===== src/rtl/debug_dma_cmdq_pkg.sv =====
// Shared types for the debug DMA command sequencer: request/command formats,
// FSM state encoding and field widths.
package debug_dma_cmdq_pkg;

  localparam int NTHREAD      = 8;
  localparam int NTHREADIDMSB = 2;
  localparam int CMDQ_LENW    = 12;
  localparam int CMDQ_BUFAW   = 8;
  localparam int CMDQ_CNTW    = 8;
  localparam bit LUTRAMPROT   = 1'b1;

  typedef struct packed {
    logic clk;
  } iu_clk_type;

  typedef enum logic [1:0] {
    dma_NOP   = 2'd0,
    dma_READ  = 2'd1,
    dma_WRITE = 2'd2
  } dma_cmd_type;

  typedef enum logic [1:0] {
    CMDQ_IDLE  = 2'd0,
    CMDQ_ISSUE = 2'd1,
    CMDQ_WAIT  = 2'd2
  } cmdq_state_type;

  typedef struct packed {
    logic [NTHREADIDMSB:0]  tid;
    logic [31:0]            addr;
    logic [CMDQ_BUFAW-1:0]  buf_addr;
    logic [CMDQ_LENW-1:0]   len;
    dma_cmd_type            cmd;
  } debug_dma_cmdq_req_type;

  typedef struct packed {
    logic [31:0] addr;
    logic        par;
  } debug_dma_addr_reg_type;

  typedef struct packed {
    logic [CMDQ_BUFAW-1:0] buf_addr;
    logic [CMDQ_CNTW-1:0]  count;
    dma_cmd_type           cmd;
    logic                  last;
    logic                  par;
  } debug_dma_ctrl_reg_type;

  typedef struct packed {
    logic [NTHREADIDMSB:0]  tid;
    logic                   addr_we;
    logic                   ctrl_we;
    debug_dma_addr_reg_type addr_reg;
    debug_dma_ctrl_reg_type ctrl_reg;
  } debug_dma_cmdif_in_type;

endpackage


===== src/rtl/debug_dma_cmdq_fifo.sv =====
// Per-channel request FIFO: distributed RAM with extra-bit wrap pointers.
// The full flag is registered from next-state pointers so the producer sees it one cycle after the filling push.
module debug_dma_cmdq_fifo
  import debug_dma_cmdq_pkg::*;
#(
  parameter int DEPTH = 4
) (
  input  logic                   clk,
  input  logic                   rst,
  input  logic                   push,
  input  logic                   pop,
  input  debug_dma_cmdq_req_type din,
  output debug_dma_cmdq_req_type dout,
  output logic                   full,
  output logic                   empty
);

  localparam int AW = $clog2(DEPTH);

  debug_dma_cmdq_req_type mem [DEPTH];
  logic [AW:0] wr_q, wr_d, rd_q, rd_d;
  logic        full_q, full_d;

  always_comb begin
    wr_d   = wr_q + (AW+1)'(push);
    rd_d   = rd_q + (AW+1)'(pop);
    full_d = (wr_d[AW] != rd_d[AW]) && (wr_d[AW-1:0] == rd_d[AW-1:0]);
  end

  always_ff @(posedge clk or negedge rst) begin
    if (!rst) begin
      wr_q   <= '0;
      rd_q   <= '0;
      full_q <= 1'b0;
    end else begin
      wr_q   <= wr_d;
      rd_q   <= rd_d;
      full_q <= full_d;
    end
  end

  always_ff @(posedge clk) begin
    if (push) mem[wr_q[AW-1:0]] <= din;
  end

  assign dout  = mem[rd_q[AW-1:0]];
  assign empty = (wr_q == rd_q);
  assign full  = full_q;

endmodule


===== src/rtl/debug_dma_cmdq.sv =====
// Round-robin command sequencer in front of debug_dma: queues per-channel requests,
// splits them into MAXBURST chunks and tracks per-thread busy/completion from done.
//
// state      | meaning
// CMDQ_IDLE  | arbitrate channel heads whose tid is not busy; load working regs
// CMDQ_ISSUE | addr/ctrl write enables held until dma_cmd_ack
// CMDQ_WAIT  | chunk in flight; wait for done on the working tid
module debug_dma_cmdq
  import debug_dma_cmdq_pkg::*;
#(
  parameter int NCHAN    = 2,
  parameter int DEPTH    = 4,
  parameter int MAXBURST = 64,
  parameter bit PARITY   = LUTRAMPROT
) (
  input  iu_clk_type             gclk,
  input  logic                   rst,
  input  logic [NCHAN-1:0]       req_valid,
  output logic [NCHAN-1:0]       req_ready,
  input  debug_dma_cmdq_req_type req_data [NCHAN],
  output debug_dma_cmdif_in_type dma_cmd_in,
  input  logic                   dma_cmd_ack,
  input  logic                   done_valid,
  input  logic [NTHREADIDMSB:0]  done_tid,
  output logic [NTHREAD-1:0]     busy,
  output logic                   cmpl_valid,
  output logic [NTHREADIDMSB:0]  cmpl_tid,
  output logic                   err
);

  localparam int CW = (NCHAN > 1) ? $clog2(NCHAN) : 1;
  localparam logic [CMDQ_LENW-1:0] MAXB = CMDQ_LENW'(MAXBURST);

  logic clk;
  assign clk = gclk.clk;

  logic [NCHAN-1:0]       fifo_full, fifo_empty, fifo_push, fifo_pop;
  debug_dma_cmdq_req_type head [NCHAN];

  cmdq_state_type         state_q, state_d;
  logic [NTHREADIDMSB:0]  tid_q, tid_d;
  logic [31:0]            addr_q, addr_d;
  logic [CMDQ_BUFAW-1:0]  buf_q, buf_d;
  logic [CMDQ_LENW-1:0]   rem_q, rem_d;
  dma_cmd_type            cmd_q, cmd_d;
  logic [CW-1:0]          chan_q, chan_d, rr_q, rr_d;
  logic [NTHREAD-1:0]     busy_q, busy_d, last_q, last_d;
  logic                   cmpl_valid_q, cmpl_valid_d, err_q, err_d, init_q;
  logic [NTHREADIDMSB:0]  cmpl_tid_q, cmpl_tid_d;

  logic                   grant_vld;
  logic [CW-1:0]          grant_ch;
  logic [CMDQ_LENW-1:0]   chunk, rem_left;
  logic                   is_last;

  assign fifo_push = req_valid & req_ready;

  for (genvar c = 0; c < NCHAN; c++) begin : g_fifo
    debug_dma_cmdq_fifo #(.DEPTH(DEPTH)) u_fifo (
      .clk   (clk),
      .rst   (rst),
      .push  (fifo_push[c]),
      .pop   (fifo_pop[c]),
      .din   (req_data[c]),
      .dout  (head[c]),
      .full  (fifo_full[c]),
      .empty (fifo_empty[c])
    );
  end

  // Search starts at rr_q; uses registered busy only, so a done never feeds straight into a grant.
  always_comb begin
    logic [CW:0]   sum;
    logic [CW-1:0] idx;
    grant_vld = 1'b0;
    grant_ch  = '0;
    sum       = '0;
    idx       = '0;
    for (int i = 0; i < NCHAN; i++) begin
      sum = {1'b0, rr_q} + (CW+1)'(i);
      if (sum >= (CW+1)'(NCHAN)) sum = sum - (CW+1)'(NCHAN);
      idx = sum[CW-1:0];
      if (!grant_vld && !fifo_empty[idx] && !busy_q[head[idx].tid]) begin
        grant_vld = 1'b1;
        grant_ch  = idx;
      end
    end
  end

  assign chunk    = (rem_q > MAXB) ? MAXB : rem_q;
  assign is_last  = (rem_q <= MAXB);
  assign rem_left = rem_q - chunk;

  always_comb begin
    state_d      = state_q;
    tid_d        = tid_q;
    addr_d       = addr_q;
    buf_d        = buf_q;
    rem_d        = rem_q;
    cmd_d        = cmd_q;
    chan_d       = chan_q;
    rr_d         = rr_q;
    busy_d       = busy_q;
    last_d       = last_q;
    err_d        = err_q;
    cmpl_valid_d = 1'b0;
    cmpl_tid_d   = cmpl_tid_q;
    fifo_pop     = '0;
    dma_cmd_in   = '0;

    if (done_valid) begin
      busy_d[done_tid] = 1'b0;
      last_d[done_tid] = 1'b0;
      if (!busy_q[done_tid]) begin
        err_d = 1'b1;
      end else if (last_q[done_tid]) begin
        cmpl_valid_d = 1'b1;
        cmpl_tid_d   = done_tid;
      end
    end

    case (state_q)
      CMDQ_IDLE: begin
        if (grant_vld) begin
          rr_d = (grant_ch == CW'(NCHAN-1)) ? '0 : grant_ch + 1'b1;
          if (head[grant_ch].len == '0) begin
            fifo_pop[grant_ch] = 1'b1;
            err_d              = 1'b1;
          end else begin
            tid_d   = head[grant_ch].tid;
            addr_d  = head[grant_ch].addr;
            buf_d   = head[grant_ch].buf_addr;
            rem_d   = head[grant_ch].len;
            cmd_d   = head[grant_ch].cmd;
            chan_d  = grant_ch;
            state_d = CMDQ_ISSUE;
          end
        end
      end
      CMDQ_ISSUE: begin
        dma_cmd_in.tid               = tid_q;
        dma_cmd_in.addr_we           = 1'b1;
        dma_cmd_in.ctrl_we           = 1'b1;
        dma_cmd_in.addr_reg.addr     = addr_q;
        dma_cmd_in.addr_reg.par      = PARITY & (^addr_q);
        dma_cmd_in.ctrl_reg.buf_addr = buf_q;
        dma_cmd_in.ctrl_reg.count    = CMDQ_CNTW'(chunk);
        dma_cmd_in.ctrl_reg.cmd      = cmd_q;
        dma_cmd_in.ctrl_reg.last     = is_last;
        dma_cmd_in.ctrl_reg.par      = PARITY & (^{buf_q, CMDQ_CNTW'(chunk), cmd_q, is_last});
        if (dma_cmd_ack) begin
          busy_d[tid_q] = 1'b1;
          last_d[tid_q] = is_last;
          rem_d         = rem_left;
          addr_d        = addr_q + 32'(chunk);
          buf_d         = buf_q + chunk[CMDQ_BUFAW-1:0];
          if (rem_left == '0) begin
            fifo_pop[chan_q] = 1'b1;
            state_d          = CMDQ_IDLE;
          end else begin
            state_d = CMDQ_WAIT;
          end
        end
      end
      CMDQ_WAIT: begin
        if (done_valid && (done_tid == tid_q)) state_d = CMDQ_ISSUE;
      end
      default: state_d = CMDQ_IDLE;
    endcase
  end

  always_ff @(posedge clk or negedge rst) begin
    if (!rst) begin
      state_q      <= CMDQ_IDLE;
      tid_q        <= '0;
      addr_q       <= '0;
      buf_q        <= '0;
      rem_q        <= '0;
      cmd_q        <= dma_NOP;
      chan_q       <= '0;
      rr_q         <= '0;
      busy_q       <= '0;
      last_q       <= '0;
      err_q        <= 1'b0;
      cmpl_valid_q <= 1'b0;
      cmpl_tid_q   <= '0;
      init_q       <= 1'b0;
    end else begin
      state_q      <= state_d;
      tid_q        <= tid_d;
      addr_q       <= addr_d;
      buf_q        <= buf_d;
      rem_q        <= rem_d;
      cmd_q        <= cmd_d;
      chan_q       <= chan_d;
      rr_q         <= rr_d;
      busy_q       <= busy_d;
      last_q       <= last_d;
      err_q        <= err_d;
      cmpl_valid_q <= cmpl_valid_d;
      cmpl_tid_q   <= cmpl_tid_d;
      init_q       <= 1'b1;
    end
  end

  assign req_ready  = {NCHAN{init_q}} & ~fifo_full;
  assign busy       = busy_q;
  assign cmpl_valid = cmpl_valid_q;
  assign cmpl_tid   = cmpl_tid_q;
  assign err        = err_q;

endmodule


===== config.mk =====
export PLATFORM = sky130hd
export DESIGN_NAME = debug_dma_cmdq
export DESIGN_NICKNAME = d
export VERILOG_FILES = /design/src/rtl/debug_dma_cmdq_pkg.sv /design/src/rtl/debug_dma_cmdq_fifo.sv /design/src/rtl/debug_dma_cmdq.sv
export SDC_FILE = /design/constraint.sdc
export NUM_CORES = 1
export LEC_CHECK = 0
export ABC_AREA = 1
export CORE_MARGIN = 2
export CORE_UTILIZATION = 27
export DETAILED_ROUTE_END_ITERATION = 6
export GPL_ROUTABILITY_DRIVEN = 0
export SLEW_MARGIN = 20
export SYNTH_ARGS = -nofsm -noshare
export SYNTH_HDL_FRONTEND = slang
export SYNTH_SLANG_ARGS = --single-unit

===== constraint.sdc =====
create_clock -name gclk -period 11.3 [get_ports gclk]
set_input_delay 2.825 -clock gclk [delete_from_list [all_inputs] [get_ports gclk]]
set_output_delay 2.825 -clock gclk [all_outputs]
set_load 0.02 [all_outputs]

### Word-level counts from Yosys, hierarchy flattened

Memory sizes are Yosys's and may differ from the RTL's.
Index checks and enable logic that the tools add are counted.

| word-level totals | value |
|---|---|
| input bits | 123 |
| bits in registers | 97 |
| bits in writable memories | 456 |
| logic and storage cells | 182 |
| memories | 2 |
| output and inout port bits | 73 |

Memories:

| memory | depth | bits a word | read ports | clocked after Yosys merged registers in | wr ports | line | text |
|---|---|---|---|---|---|---|---|
| g_fifo[0].u_fifo.mem | 4 | 57 | 1 | 0 | 1 | debug_dma_cmdq_fifo.sv:20 | `debug_dma_cmdq_req_type mem [DEPTH];` |
| g_fifo[1].u_fifo.mem | 4 | 57 | 1 | 0 | 1 | debug_dma_cmdq_fifo.sv:20 |  |

| cells by class | value |
|---|---|
| bitwise operators | 11 |
| mux-type cells | 80 |
| reductions and logical operators | 26 |
| add/subtract/negate cells | 11 |
| equal/unequal tests | 13 |
| order comparisons | 19 |

Operators with widths:

| kind | count |
|---|---|
| $mux W57 | 9 |
| $mux W32 | 3 |
| $mux W8 | 9 |
| $pmux W32 S2 | 1 |
| $mux W58 | 1 |
| $mux W12 | 4 |
| $add A32 B12 Y32 | 1 |
| $reduce_xor A32 Y1 | 1 |
| $mux W1 | 31 |
| $logic_not A12 Y1 | 2 |
| $pmux W12 S2 | 1 |
| $reduce_xor A19 Y1 | 1 |
| $mux W2 | 9 |
| $and A8 B8 Y8 | 2 |
| $lt A3 B4 Y1 const B | 4 |
| $pmux W8 S2 | 1 |
| $add A3 B1 Y3 | 4 |
| $bmux W1 S3 | 4 |
| $gt A12 B7 Y1 const B | 1 |
| $le A12 B7 Y1 const B | 1 |
| $sub A12 B12 Y12 | 1 |
| $logic_and A1 B1 Y1 | 10 |
| $eq A3 B3 Y1 | 3 |
| $add A8 B8 Y8 | 1 |
| 30 further kinds | 55 |

### Logic depth before layout (Yosys ltp)

Gate-level depths: netlist of run 1.

| depth | value |
|---|---|
| word-level depth | 26 |
| depth in mapped cells | 26 |
| depth with buffers taken out | 24 |

### Cells and area by module

Synthesis of run 1 repeated with hierarchy kept, for this count alone.

| unflattened totals | value |
|---|---|
| cells, all modules | 2606 |
| area, all modules | 26121.3 um2 |

By module, submodules not included:

| module | instances | area each (um2) | seq. area each (um2) | cells each |
|---|---|---|---|---|
| debug_dma_cmdq_fifo | 2 | 9321.4 | 7021.7 | 711 |
| debug_dma_cmdq | 1 | 7478.4 | 2077.0 | 1184 |

### Least setup slack after synthesis of run 1

No wires, ideal clock.

| timing | value |
|---|---|
| path kind | input port to flip-flop |
| start point | in req_valid[0] |
| end point | mem g_fifo[0].u_fifo.mem[2][0] in the netlist's numbering, enable pin |
| cell stages on the path | 2 |
| setup time | 542 ps |
| path slack | 3925 ps |
| buffers on the path | 0 |
| arrival | 6833 ps |
| cell sequence | nand2_1 > nor3_1 |

| between the ends | value |
|---|---|
| longest elaborated chain between the ends | 3 |

Ends and longest elaborated chain:

| what | line | text |
|---|---|---|
| from (decl) | debug_dma_cmdq.sv:18 | `input logic [NCHAN-1:0] req_valid,` |
| $and A2 B2 Y2 | debug_dma_cmdq.sv:56 | `assign fifo_push = req_valid & req_ready;` |
| $mux W1 | debug_dma_cmdq_fifo.sv:43 | `if (push) mem[wr_q[AW-1:0]] <= din;` |
| $mux W1 (not written as such) | debug_dma_cmdq_fifo.sv:43 |  |
| to (decl) | debug_dma_cmdq_fifo.sv:20 |  |

Every way passes these cells.

==> Flow_metrics.wiki, run 1 <==
{| class="wikitable"
! Metric !! Value
|-
| DR DRC count || 0
|-
| Post-placement cell count || approximately 3600
|-
| Flip-flop and latch count after synthesis || 553
|-
| Max Clock Skew || just under 0.02 ns
|-
| Reg2reg path depth || 22
|-
| Standard-cell rows || about 110
|-
| Critical Path Sink Type || output port
|-
| Clock insertion delay at the later pin of the skew report || ~0.61 ns
|-
| Clock tree from TritonCTS || yes
|-
| Post-place instance area || 0.02789 mm2
|-
| Number of detailed-routing iterations run before antenna repair || 5
|-
| Most frequent standard cell in the layout excluding fill and tap cells || sky130_fd_sc_hd__edfxtp_1
|-
| Crit Path Max Fanout || 22
|-
| Max_slew headroom || 28.94%
|-
| Layout net count || roughly 2600
|-
| Max frequency || roughly 150 MHz
|-
| Final instance count without filler cells || roughly 3700
|-
| CORE AREA || 0.09125 mm2
|-
| Maximum number of pins on one net before global-route repair || between 90 and 100
|-
| Synthesized netlist cell count || about 2300
|-
| Max clock buf depth || 3
|-
| Stage delay of the slowest cell on the critical path || 0.65 ns
|-
| Peak supply drop || around 0.00015 V
|-
| Min-Delay Path Class || reg2reg
|-
| Vias || 17240
|-
| Wire length per cell after detailed routing || roughly 19 um
|-
| Post-route standard cell area excluding fillers || between 0.02 and 0.03 mm2
|-
| Die Ht || around 310 um
|-
| HP Start || rem_q[7]$_DFFE_PN0P_
|-
| Post-synth ARST share || ~18%
|-
| Min Tclk post-route || ~6.8 ns
|-
| # setup viols final || 0
|-
| Yosys warning count || 0
|-
| Die W || ~310 um
|-
| # Max-Cap Violations || 0
|-
| Power density of the placed cells || around 270 mW/mm2
|-
| DRC violation total after the first TritonRoute iteration || between 1000 and 1500
|-
| Mean area per synthesized cell || around 11 um2
|-
| Cell type of the slowest stage on the worst timing path || sky130_fd_sc_hd__clkdlybuf4s50_1
|-
| Number of cells on the worst hold path || 2
|-
| Number of hold-repair buffers added at the cts stage || 0
|-
| Leakage power total || roughly 11 nW
|-
| Remaining antenna violation count after routing || 0
|-
| Clock input transition at the sequential cells of the worst setup and hold paths || about 0.070 ns
|-
| Share of post-route cells with drive strength above 1 || slightly above 6%
|-
| Slack of the worst reg-to-reg path || around 5.7 ns
|-
| Setup Crit Path Kind || reg2out
|-
| Finished Core Util || between 30% and 40%
|-
| Vias in the first global route || between 15000 and 20000
|-
| Crit path cell chain || inv_1, nand2_1, o21ai_0, nand2_1, nor2_1, inv_1, o21ai_0, xnor2_1, xor2_1, o21ai_0, a21oi_1, clkdlybuf4s50_1
|-
| I/O pin count || ~200
|-
| Number of library cell types mapped by synthesis || 43
|-
| Outcome || finished, final reports clean
|-
| Final worst path period share || 59.87%
|-
| CTS root buf || sky130_fd_sc_hd__clkbuf_16
|-
| Most frequent CP cell || sky130_fd_sc_hd__o21ai_0
|-
| Initial antenna violation count || 35
|-
| Commonest non-fill, non-tap cells in the layout || 456 x sky130_fd_sc_hd__edfxtp_1, 383 x sky130_fd_sc_hd__nand2_1, 283 x sky130_fd_sc_hd__nor2_1
|-
| Share of the yosys chip area belonging to registers || around 65%
|-
| Htree depth || 2
|-
| Total chip power || about 7.9 mW
|-
| RSZ-0062 raised after global routing || false
|-
| Resized cells post-CTS || 0
|-
| Remaining global-route overflow || 0
|-
| Slew at the pin with the worst max-slew slack || between 1 and 1.5 ns
|-
| # clock sinks || 553
|-
| Post-detailed-route via-to-cell ratio || about 4.7
|-
| Buffers inserted by post-CTS timing repair || 0
|-
| Die footprint || 0.09417 mm2
|-
| Post-synthesis cell area || between 0.02 and 0.025 mm2
|-
| Max-slew violations || 0
|-
| Cts bufs inserted || 51
|-
| Endpoint required time on the critical path || roughly 8.5 ns
|-
| Layout filler cell count || between 9000 and 10000
|-
| Endpoint of the worst hold-timing path || rem_q[7]$_DFFE_PN0P_
|-
| Area of combinational cells with multiple inputs || ~0.0077 mm2
|-
| Number of enable flip-flop cells after synthesis || 456
|-
| Startpoint of the most critical register-to-register path || g_fifo[0].u_fifo.rd_q[0]$_DFF_PN0_
|-
| HPWL after detailed placement || roughly 47000 um
|-
| Global-route wire length before repair || roughly 100000 um
|-
| Capture instance of the worst register-to-register path || g_fifo[0].u_fifo.full$_DFF_PN0_
|-
| Final Hold Vio Count || 0
|-
| I/O Buffers || 194
|-
| Area grow syn2layout || 20.25%
|-
| Starting Density || 27.14%
|-
| Post-Route Setup TNS || 0 ns
|-
| Data arrival at the endpoint of the critical path || approximately 4 ns
|-
| Combined global-route utilization of all metal layers || between 10% and 20%
|-
| Register area || between 0.015 and 0.02 mm2
|-
| Detailed-route wire length || ~69000 um
|-
| Primary FF master, synth || sky130_fd_sc_hd__edfxtp_1
|-
| Kind of start point of the critical path || flip-flop
|}
==> area by class of cell <==
type                       instances  share of cell area (%)
sequential                       553                   54.16
timing repair buffer             221                   7.192
inverter                         129                   1.647
multi-input combinational       1468                   25.69
clock inverter                    39                   1.979
clock buffer                      55                   4.336
antenna                            2                 0.01680
tap                             1186                   4.983
==> worst max-delay path: cells and delay by family, from the launching register on <==
| family | cells | cell delay (ns) |
|---|---|---|
| buffers and inverters | 3 | 0.95 |
| and+or+nand+nor | 3 | 0.88 |
| AOI/OAI and AO/OA | 4 | 0.71 |
| DFF | 1 | 0.40 |
| xor gates and xnor gates | 2 | 0.37 |
==> cell usage after synthesis, types with 39 or more instances <==
cell                       instances  area share [%]
sky130_fd_sc_hd__inv_1           124             1.9
sky130_fd_sc_hd__xor2_1           39             1.4
sky130_fd_sc_hd__nand3_1         142             2.9
sky130_fd_sc_hd__nand2_1         384             5.8
sky130_fd_sc_hd__dfrtp_1          97             9.8
sky130_fd_sc_hd__a21oi_1          66             1.3
sky130_fd_sc_hd__o21ai_0         276             5.6
sky130_fd_sc_hd__edfxtp_1        456              55
sky130_fd_sc_hd__o221ai_1         52             1.8
sky130_fd_sc_hd__o22ai_1          39            0.99
sky130_fd_sc_hd__nor2_1          284             4.3
sky130_fd_sc_hd__clkbuf_1         87             1.3
==> registers in the layout, indices dropped and copies added, names as in the netlist, 2 cells and up <==
| signal | flops |
|---|---|
| rem_q | 12 |
| g_fifo.u_fifo.mem | 456 |
| g_fifo.u_fifo.rd_q | 6 |
| cmd_q | 2 |
| addr_q | 32 |
| state_q | 2 |
| cmpl_tid | 3 |
| buf_q | 8 |
| tid_q | 3 |
| busy | 8 |
| g_fifo.u_fifo.wr_q | 6 |
| last_q | 8 |
| g_fifo.u_fifo.full | 2 |
==> power breakdown <==
part | switching (mW) | internal (mW)
Combinational | 2.15 | 1.06
Clock | 0.773 | 1.15
Sequential | 0.223 | 2.57
Total | 3.15 | 4.78
==> kinds of logic after synthesis <==
kind of cell | after synthesis | synth area share, %
fa+ha+maj | 39 | 2.031
other cells | 2 | 0.03032
simple gates | 877 | 14.88
buf+inv | 253 | 4.334
compound gates | 476 | 11.23
flops | 553 | 65.09
xor+xnor | 66 | 2.334
mux | 2 | 0.08083
==> routing by layer <==
layer / vias to the layer above / track usage, % / wire length [um]
met3: 130 / 4.273 / 5577
met2: 429 / 23.12 / 31890
met1: 8282 / 18.85 / 30020
met5: - / 0 / 356
met4: 56 / 3.226 / 1337
li1: 8344 / - / -
==> metrics by stage <==
stage	hold slack [ns]	worst slack [ns]
6_report	0.4860	4.535
5_1_grt	0.5317	4.225
4_1_cts	0.4885	4.426
3_5_place_dp	0.4728	5.093
3_3_place_gp	0.4688	5.111
2_1_floorplan	0.4419	3.925
==> worst max path at each step <==
stage                         startpoint                              endpoint  slack [ns]
floorplan                   req_valid[0]  g_fifo[0].u_fifo.mem[2][0]$_DFFE_PP_        3.93
global placement    rem_q[0]$_DFFE_PN0P_                         dma_cmd_in[0]        5.11
detailed placement  rem_q[3]$_DFFE_PN0P_                         dma_cmd_in[0]        5.09
CTS                 rem_q[3]$_DFFE_PN0P_                         dma_cmd_in[0]        4.43
global route        rem_q[8]$_DFFE_PN0P_                         dma_cmd_in[0]        4.23
finish              rem_q[3]$_DFFE_PN0P_                         dma_cmd_in[0]        4.54
No activity file was read; power rests on OpenSTA's default activity.
==> inputs of run 2 (changes only) <==
- clock period: 11.3 -> 5.75 ns (I/O delays scaled with it)
==> run 2 against run 1 <==
- clock skew about the same
- sequential power up 97%
- final cell count up 0.11%
- highest routed layer unchanged
- core utilization down 0.058 points
- die area unchanged
- largest power group unchanged
- global-route usage about the same
- wire length down 0.29%
- count of clock-buffer cells in the layout up 8
- via count about the same
- combinational power up 95%
==> Flow_metrics.wiki, run 2 (synthesis results as in run 1) <==
{| class="wikitable"
! Metric !! Value
|-
| Most frequent standard cell in the layout excluding fill and tap cells || sky130_fd_sc_hd__edfxtp_1
|-
| # Max-Cap Violations || 0 (unchanged)
|-
| Cell type of the slowest stage on the worst timing path || sky130_fd_sc_hd__clkdlybuf4s50_1
|-
| Clock insertion delay at the later pin of the skew report || 0.61 ns (about the same)
|-
| Starting Density || 27.14% (unchanged)
|-
| RSZ-0062 raised after global routing || false
|-
| Clock tree from TritonCTS || yes
|-
| Max frequency || about 200 MHz
|-
| DRC violation total after the first TritonRoute iteration || 1196 (-13%)
|-
| Total chip power || 15.38 mW (+94%)
|-
| Kind of start point of the critical path || flip-flop
|-
| I/O pin count || 196 (unchanged)
|-
| Die Ht || 306.9 um (unchanged)
|-
| Crit path cell chain || nor2_1, nand3_1, nor2_1, nand2_1, nor2_1, inv_1, o21ai_0, xnor2_1, xor2_1, o21ai_0, a21oi_1, clkdlybuf4s50_1
|-
| Number of detailed-routing iterations run before antenna repair || 5 (unchanged)
|-
| Leakage power total || 10.64 nW (-0.36%)
|-
| Combined global-route utilization of all metal layers || 14.25% (-0.041 points)
|-
| Stage delay of the slowest cell on the critical path || 0.68 ns (+0.03 ns)
|-
| Min-Delay Path Class || reg2reg
|-
| Max clock buf depth || 3 (unchanged)
|-
| Resized cells post-CTS || 0 (unchanged)
|-
| Clock input transition at the sequential cells of the worst setup and hold paths || 0.07 ns (about the same)
|-
| CORE AREA || 0.09125 mm2 (unchanged)
|-
| Cts bufs inserted || 53 (+3.9%)
|-
| Maximum number of pins on one net before global-route repair || 103 (+5.1%)
|-
| Layout net count || 2589 (+0.12%)
|-
| Setup WS pre-CTS || 1.184 ns (-3.909 ns)
|-
| Post-detailed-route via-to-cell ratio || 4.717 (about the same)
|-
| Power density of the placed cells || 517.3 mW/mm2 (+94%)
|-
| Data arrival at the endpoint of the critical path || 3.64 ns (-0.30 ns)
|-
| Slew at the pin with the worst max-slew slack || 1.109 ns (+0.04279 ns)
|-
| Max Clock Skew || 0.01974 ns (+0.00009200 ns)
|-
| Die W || 306.9 um (unchanged)
|-
| HPWL after detailed placement || 46340 um (-0.75%)
|-
| Remaining global-route overflow || 0 (unchanged)
|-
| Flip-flop count of the largest register, all copies and words added || 456 (unchanged)
|-
| # clock sinks || 553 (unchanged)
|-
| Htree depth || 2 (unchanged)
|-
| Initial antenna violation count || 31 (-11%)
|-
| Die footprint || 0.09417 mm2 (unchanged)
|-
| Standard-cell rows || 111 (unchanged)
|-
| DR DRC count || 0 (unchanged)
|-
| Share of post-route cells with drive strength above 1 || 6.075% (+0.031 points)
|-
| Buffers inserted by post-CTS timing repair || 0 (unchanged)
|-
| Min Tclk post-route || 5.073 ns
|-
| Number of hold-repair buffers added at the cts stage || 0 (unchanged)
|-
| Endpoint required time on the critical path || 4.31 ns (-4.17 ns)
|-
| Final Hold Vio Count || 0 (unchanged)
|-
| Number of cells on the worst hold path || 2 (unchanged)
|-
| Outcome || finished, final reports clean
|-
| Crit Path Max Fanout || 10 (-55%)
|-
| Remaining antenna violation count after routing || 0 (unchanged)
|-
| Setup Crit Path Kind || reg2out
|-
| Min setup slack post-route || 0.6772 ns (-3.858 ns)
|-
| Area grow syn2layout || 20.04%
|-
| Vias || 17250 (+0.052%)
|-
| Peak supply drop || 0.0002556 V (+74%)
|-
| Global-route wire length before repair || 102100 um (-0.45%)
|-
| Critical Path Sink Type || output port
|-
| Detailed-route wire length || 68980 um (-0.29%)
|-
| # setup viols final || 0 (unchanged)
|-
| Max-slew violations || 0 (unchanged)
|-
| Most frequent CP cell || sky130_fd_sc_hd__nor2_1
|-
| Reg2reg path depth || 14 (-36%)
|-
| Wire length per cell after detailed routing || 18.86 um (-0.40%)
|-
| CTS root buf || sky130_fd_sc_hd__clkbuf_16
|-
| Vias in the first global route || 16300 (-0.074%)
|-
| Max_slew headroom || 26.09% (-2.9 points)
|-
| Commonest non-fill, non-tap cells in the layout || 456 x sky130_fd_sc_hd__edfxtp_1, 383 x sky130_fd_sc_hd__nand2_1, 283 x sky130_fd_sc_hd__nor2_1
|-
| I/O Buffers || 194 (unchanged)
|-
| Final worst path period share || around nine tenths
|}
run 2: changes by cell type in the layout (fill, tap and decap cells not counted), sizes merged:
cell	change
clkbuf	+8
inv	+3
bufinv	-5
clkinv	-5
buf	+1
clkinvlp	+2
run 2: critical path: cells and delay by family (launching register included):
family	cells	cell delay, ns
AND/OR/NAND/NOR	5	0.92
AO/OA/AOI/OAI	3	0.45
XOR/XNOR	2	0.38
flip-flops	1	0.43
buffers and inverters	2	0.83
run 2: report_power, final:
| part | switching [mW] | internal (mW) | total [mW] |
|---|---|---|---|
| clock network | 1.51 | 2.11 | 3.62 |
| logic | 4.18 | 2.08 | 6.26 |
| registers | 0.445 | 5.05 | 5.49 |
| total | 6.13 | 9.24 | 15.4 |
run 2: path summary, 6_finish.rpt:
kind	startpoint	endpoint	slack, ns
setup / recovery	rem_q[8]$_DFFE_PN0P_	dma_cmd_in[0]	0.68
hold / removal	rem_q[7]$_DFFE_PN0P_	rem_q[7]$_DFFE_PN0P_	0.47
setup reg to reg	g_fifo[1].u_fifo.rd_q[0]$_DFF_PN0_	addr_q[23]$_DFFE_PN0P_	1.20
hold reg to reg	rem_q[7]$_DFFE_PN0P_	rem_q[7]$_DFFE_PN0P_	0.47
max in group asynchronous	rst	addr_q[24]$_DFFE_PN0P_	3.77
min in group asynchronous	rst	busy[5]$_DFF_PN0_	0.90
run 2: metrics by stage:
stage	hold slack [ns]	TNS, ns	area, um2	instances	utilization [%]
final	0.4741	0	29730	3657	32.58
after global routing	0.4932	0	29720	3655	32.58
after CTS	0.4774	0	29720	3655	32.58
after detailed placement	0.4600	0	27920	3558	30.60
after global placement	0.4585	0	27920	3558	30.60
after floorplan	0.4419	-108.21	24790	2274	-
run 2: layout make-up:
type	count	area, um2
repair buffers	222	2175
clock inverters	34	436.7
fillers	8968	61520
multi-input cells	1468	7646
flip-flops and latches	553	16130
clock buffers	63	1364
inverters	129	490.5
diodes	2	5.005
well taps	1186	1484
run 2: layer usage:
layer,vias to the layer above,GRT usage [%],part of all wire [%]
met3,127,4.245,7.6
li1,8339,-,-
met1,8300,19.24,45
met2,436,22.46,45
met5,-,0,0.43
met4,48,3.363,2.0
==> inputs of run 3 (changes only) <==
- CELL_PAD_IN_SITES_DETAIL_PLACEMENT: unset -> 0
- CELL_PAD_IN_SITES_GLOBAL_PLACEMENT: unset -> 1
- PLACE_DENSITY_LB_ADDON: unset -> 0.1
==> run 3 against run 2 <==
- sequential share of layout area decreased by 0.97 points
- register-to-register slack got worse by 0.19 ns
- via count up 1.7%
- non-clock buffer count rose by 1
- first-iteration DRC count decreased by 5.7%
- critical path depth rose by 1
- power is 7.6% higher
- combinational power grew 5.4%
- die area did not move
- largest power group unchanged
- highest routed layer unchanged
==> Flow_metrics.wiki, run 3 (synthesis results as in run 1) <==
{| class="wikitable"
! Metric !! Value
|-
| Cell type of the slowest stage on the worst timing path || sky130_fd_sc_hd__clkdlybuf4s50_1
|-
| Remaining antenna violation count after routing || 0 (unchanged)
|-
| Maximum number of pins on one net before global-route repair || 101 (-1.9%)
|-
| Clock tree from TritonCTS || yes
|-
| Resized cells post-CTS || 0 (unchanged)
|-
| Largest delay contributor family on the critical path || buffers and inverters
|-
| # clock sinks || 553 (unchanged)
|-
| Most frequent CP cell || sky130_fd_sc_hd__o21ai_0
|-
| Flip-flop count of the largest register, all copies and words added || 456 (unchanged)
|-
| Remaining global-route overflow || 0 (unchanged)
|-
| Standard-cell rows || 111 (unchanged)
|-
| Vias in the first global route || 17750 (+8.9%)
|-
| Vias || 17550 (+1.7%)
|-
| Max-slew violations || 0 (unchanged)
|-
| Max frequency || 198.7 MHz (+0.79%)
|-
| Number of hold-repair buffers added at the cts stage || 0 (unchanged)
|-
| # Max-Cap Violations || 0 (unchanged)
|-
| Final hold slack || 0.4708 ns (-0.003333 ns)
|-
| CTS root buf || sky130_fd_sc_hd__clkbuf_16
|-
| Most frequent standard cell in the layout excluding fill and tap cells || sky130_fd_sc_hd__edfxtp_1
|-
| Clock input transition at the sequential cells of the worst setup and hold paths || 0.06 ns (about the same)
|-
| Peak supply drop || 0.0003128 V (+22%)
|-
| Wire length per cell after detailed routing || 22.59 um (+20%)
|-
| Slew at the pin with the worst max-slew slack || 1.068 ns (-0.04021 ns)
|-
| Setup Crit Path Kind || reg2out
|-
| Final Hold Vio Count || 0 (unchanged)
|-
| Endpoint required time on the critical path || 4.31 ns (about the same)
|-
| Outcome || finished, final reports clean
|-
| Critical Path Sink Type || output port
|-
| Final worst path period share || 87.53% (-0.69 points)
|-
| Post-detailed-route via-to-cell ratio || 4.763 (+0.98%)
|-
| Min-Delay Path Class || reg2reg
|-
| Layout net count || 2606 (+0.66%)
|-
| I/O pin count || 196 (unchanged)
|-
| DR DRC count || 0 (unchanged)
|-
| Share of post-route cells with drive strength above 1 || 6.808% (+0.73 points)
|-
| Post-place instance area || 0.02795 mm2 (about the same)
|-
| DRC violation total after the first TritonRoute iteration || 1128 (-5.7%)
|-
| CORE AREA || 0.09125 mm2 (unchanged)
|-
| Stage delay of the slowest cell on the critical path || 0.63 ns (-0.05 ns)
|-
| Data arrival at the endpoint of the critical path || 3.60 ns (-0.04 ns)
|-
| Power density of the placed cells || 546.8 mW/mm2 (+5.7%)
|-
| # setup viols final || 0 (unchanged)
|-
| Crit path buffers/inverters || 3 (+1)
|-
| Starting Density || 27.14% (unchanged)
|-
| Die W || 306.9 um (unchanged)
|-
| Cts bufs inserted || 69 (+30%)
|-
| Number of detailed-routing iterations run before antenna repair || 5 (unchanged)
|-
| Post-route standard cell area excluding fillers || 0.03027 mm2 (+1.8%)
|-
| Kind of start point of the critical path || flip-flop
|-
| Crit path cell chain || inv_1, nand3_1, o21ai_0, nand2_1, buf_4, nor2_1, nand2_1, o21ai_0, xnor2_1, xor2_1, o21ai_0, a21oi_1, clkdlybuf4s50_1
|-
| Crit Path Max Fanout || 21 (+11)
|-
| Commonest non-fill, non-tap cells in the layout || 456 x sky130_fd_sc_hd__edfxtp_1, 383 x sky130_fd_sc_hd__nand2_1, 283 x sky130_fd_sc_hd__nor2_1
|-
| Clock insertion delay at the later pin of the skew report || 0.62 ns (about the same)
|-
| I/O Buffers || 194 (unchanged)
|-
| RSZ-0062 raised after global routing || false
|-
| HPWL after detailed placement || 53760 um (+16%)
|-
| Die footprint || 0.09417 mm2 (unchanged)
|-
| Initial antenna violation count || 12 (-61%)
|-
| Leakage power total || 10.89 nW (+2.4%)
|-
| Min Tclk post-route || 5.033 ns (-0.03958 ns)
|-
| Max_slew headroom || 28.77% (+2.7 points)
|-
| Buffers inserted by post-CTS timing repair || 0 (unchanged)
|-
| Area grow syn2layout || 22.22%
|-
| Max Clock Skew || 0.03603 ns (+0.01629 ns)
|-
| Global-route wire length before repair || 121500 um (+19%)
|-
| Die Ht || 306.9 um (unchanged)
|-
| Max clock buf depth || 3 (unchanged)
|-
| Detailed-route wire length || 83220 um (+21%)
|-
| Htree depth || 3 (+1)
|-
| Combined global-route utilization of all metal layers || 17.57% (+3.3 points)
|}
[run 3: cell count changes in the layout (fill, tap and decap cells not counted), moves of 2 or more]
cell	before	now
sky130_fd_sc_hd__clkbuf_16	53	70
sky130_fd_sc_hd__clkbuf_1	10	17
sky130_fd_sc_hd__clkinv_4	3	0
sky130_fd_sc_hd__buf_12	2	4
sky130_fd_sc_hd__buf_4	27	25
sky130_fd_sc_hd__clkinv_8	0	2
[run 3: metrics by stage]
step                setup TNS, ns  power (mW)  util (%)  worst slack (ns)  cells
CTS                             0       16.97     33.14            0.6135   3682
global route                    0       17.68     33.17            0.4407   3683
finish                          0       16.55     33.18            0.7168   3684
detailed placement              0       12.49     30.63            0.9212   3558
floorplan                 -108.21       9.642         -           -0.2375   2274
global placement                0       12.47     30.63            0.9011   3558
[run 3: cell type report]
type	instances	area, um2
clock inverters	36	462.9
clock buffers	88	1829
diodes	1	2.502
flip-flops and latches	553	16130
inverters	129	490.5
well taps	1186	1484
fillers	9141	60970
multi-input cells	1468	7646
repair buffers	223	2227
[run 3: power breakdown]
group	switching (mW)	internal (mW)	total, mW
clock	1.76	2.64	4.40
combinational	4.50	2.10	6.60
sequential	0.504	5.05	5.55
total	6.76	9.79	16.6
[run 3: worst min-delay path, cell delays in order (launching register included)]
cell,delay (ns)
sky130_fd_sc_hd__dfrtp_1,0.34
sky130_fd_sc_hd__nand2_1,0.05
sky130_fd_sc_hd__nand2_1,0.05
[run 3: routing by layer]
| layer | GRT usage [%] | up-vias | routed length [um] |
|---|---|---|---|
| met4 | 5.814 | 16 | 2521 |
| met5 | 0 | - | 103 |
| met3 | 2.929 | 119 | 3286 |
| li1 | - | 8390 | - |
| met2 | 31.41 | 347 | 42510 |
| met1 | 21.42 | 8676 | 34800 |
[run 3: path summary, 6_finish.rpt]
check | start | to | slack, ns | cells after the start
min reg2reg | rem_q[7]$_DFFE_PN0P_ | rem_q[7]$_DFFE_PN0P_ | 0.47 | 2
max reg2reg | rem_q[0]$_DFFE_PN0P_ | addr_q[22]$_DFFE_PN0P_ | 1.01 | 22
min in group asynchronous | rst | init_q$_DFF_PN0_ | 0.89 | 1
min | rem_q[7]$_DFFE_PN0P_ | rem_q[7]$_DFFE_PN0P_ | 0.47 | 2
max | rem_q[0]$_DFFE_PN0P_ | dma_cmd_in[0] | 0.72 | 13
max in group asynchronous | rst | addr_q[24]$_DFFE_PN0P_ | 3.87 | 2
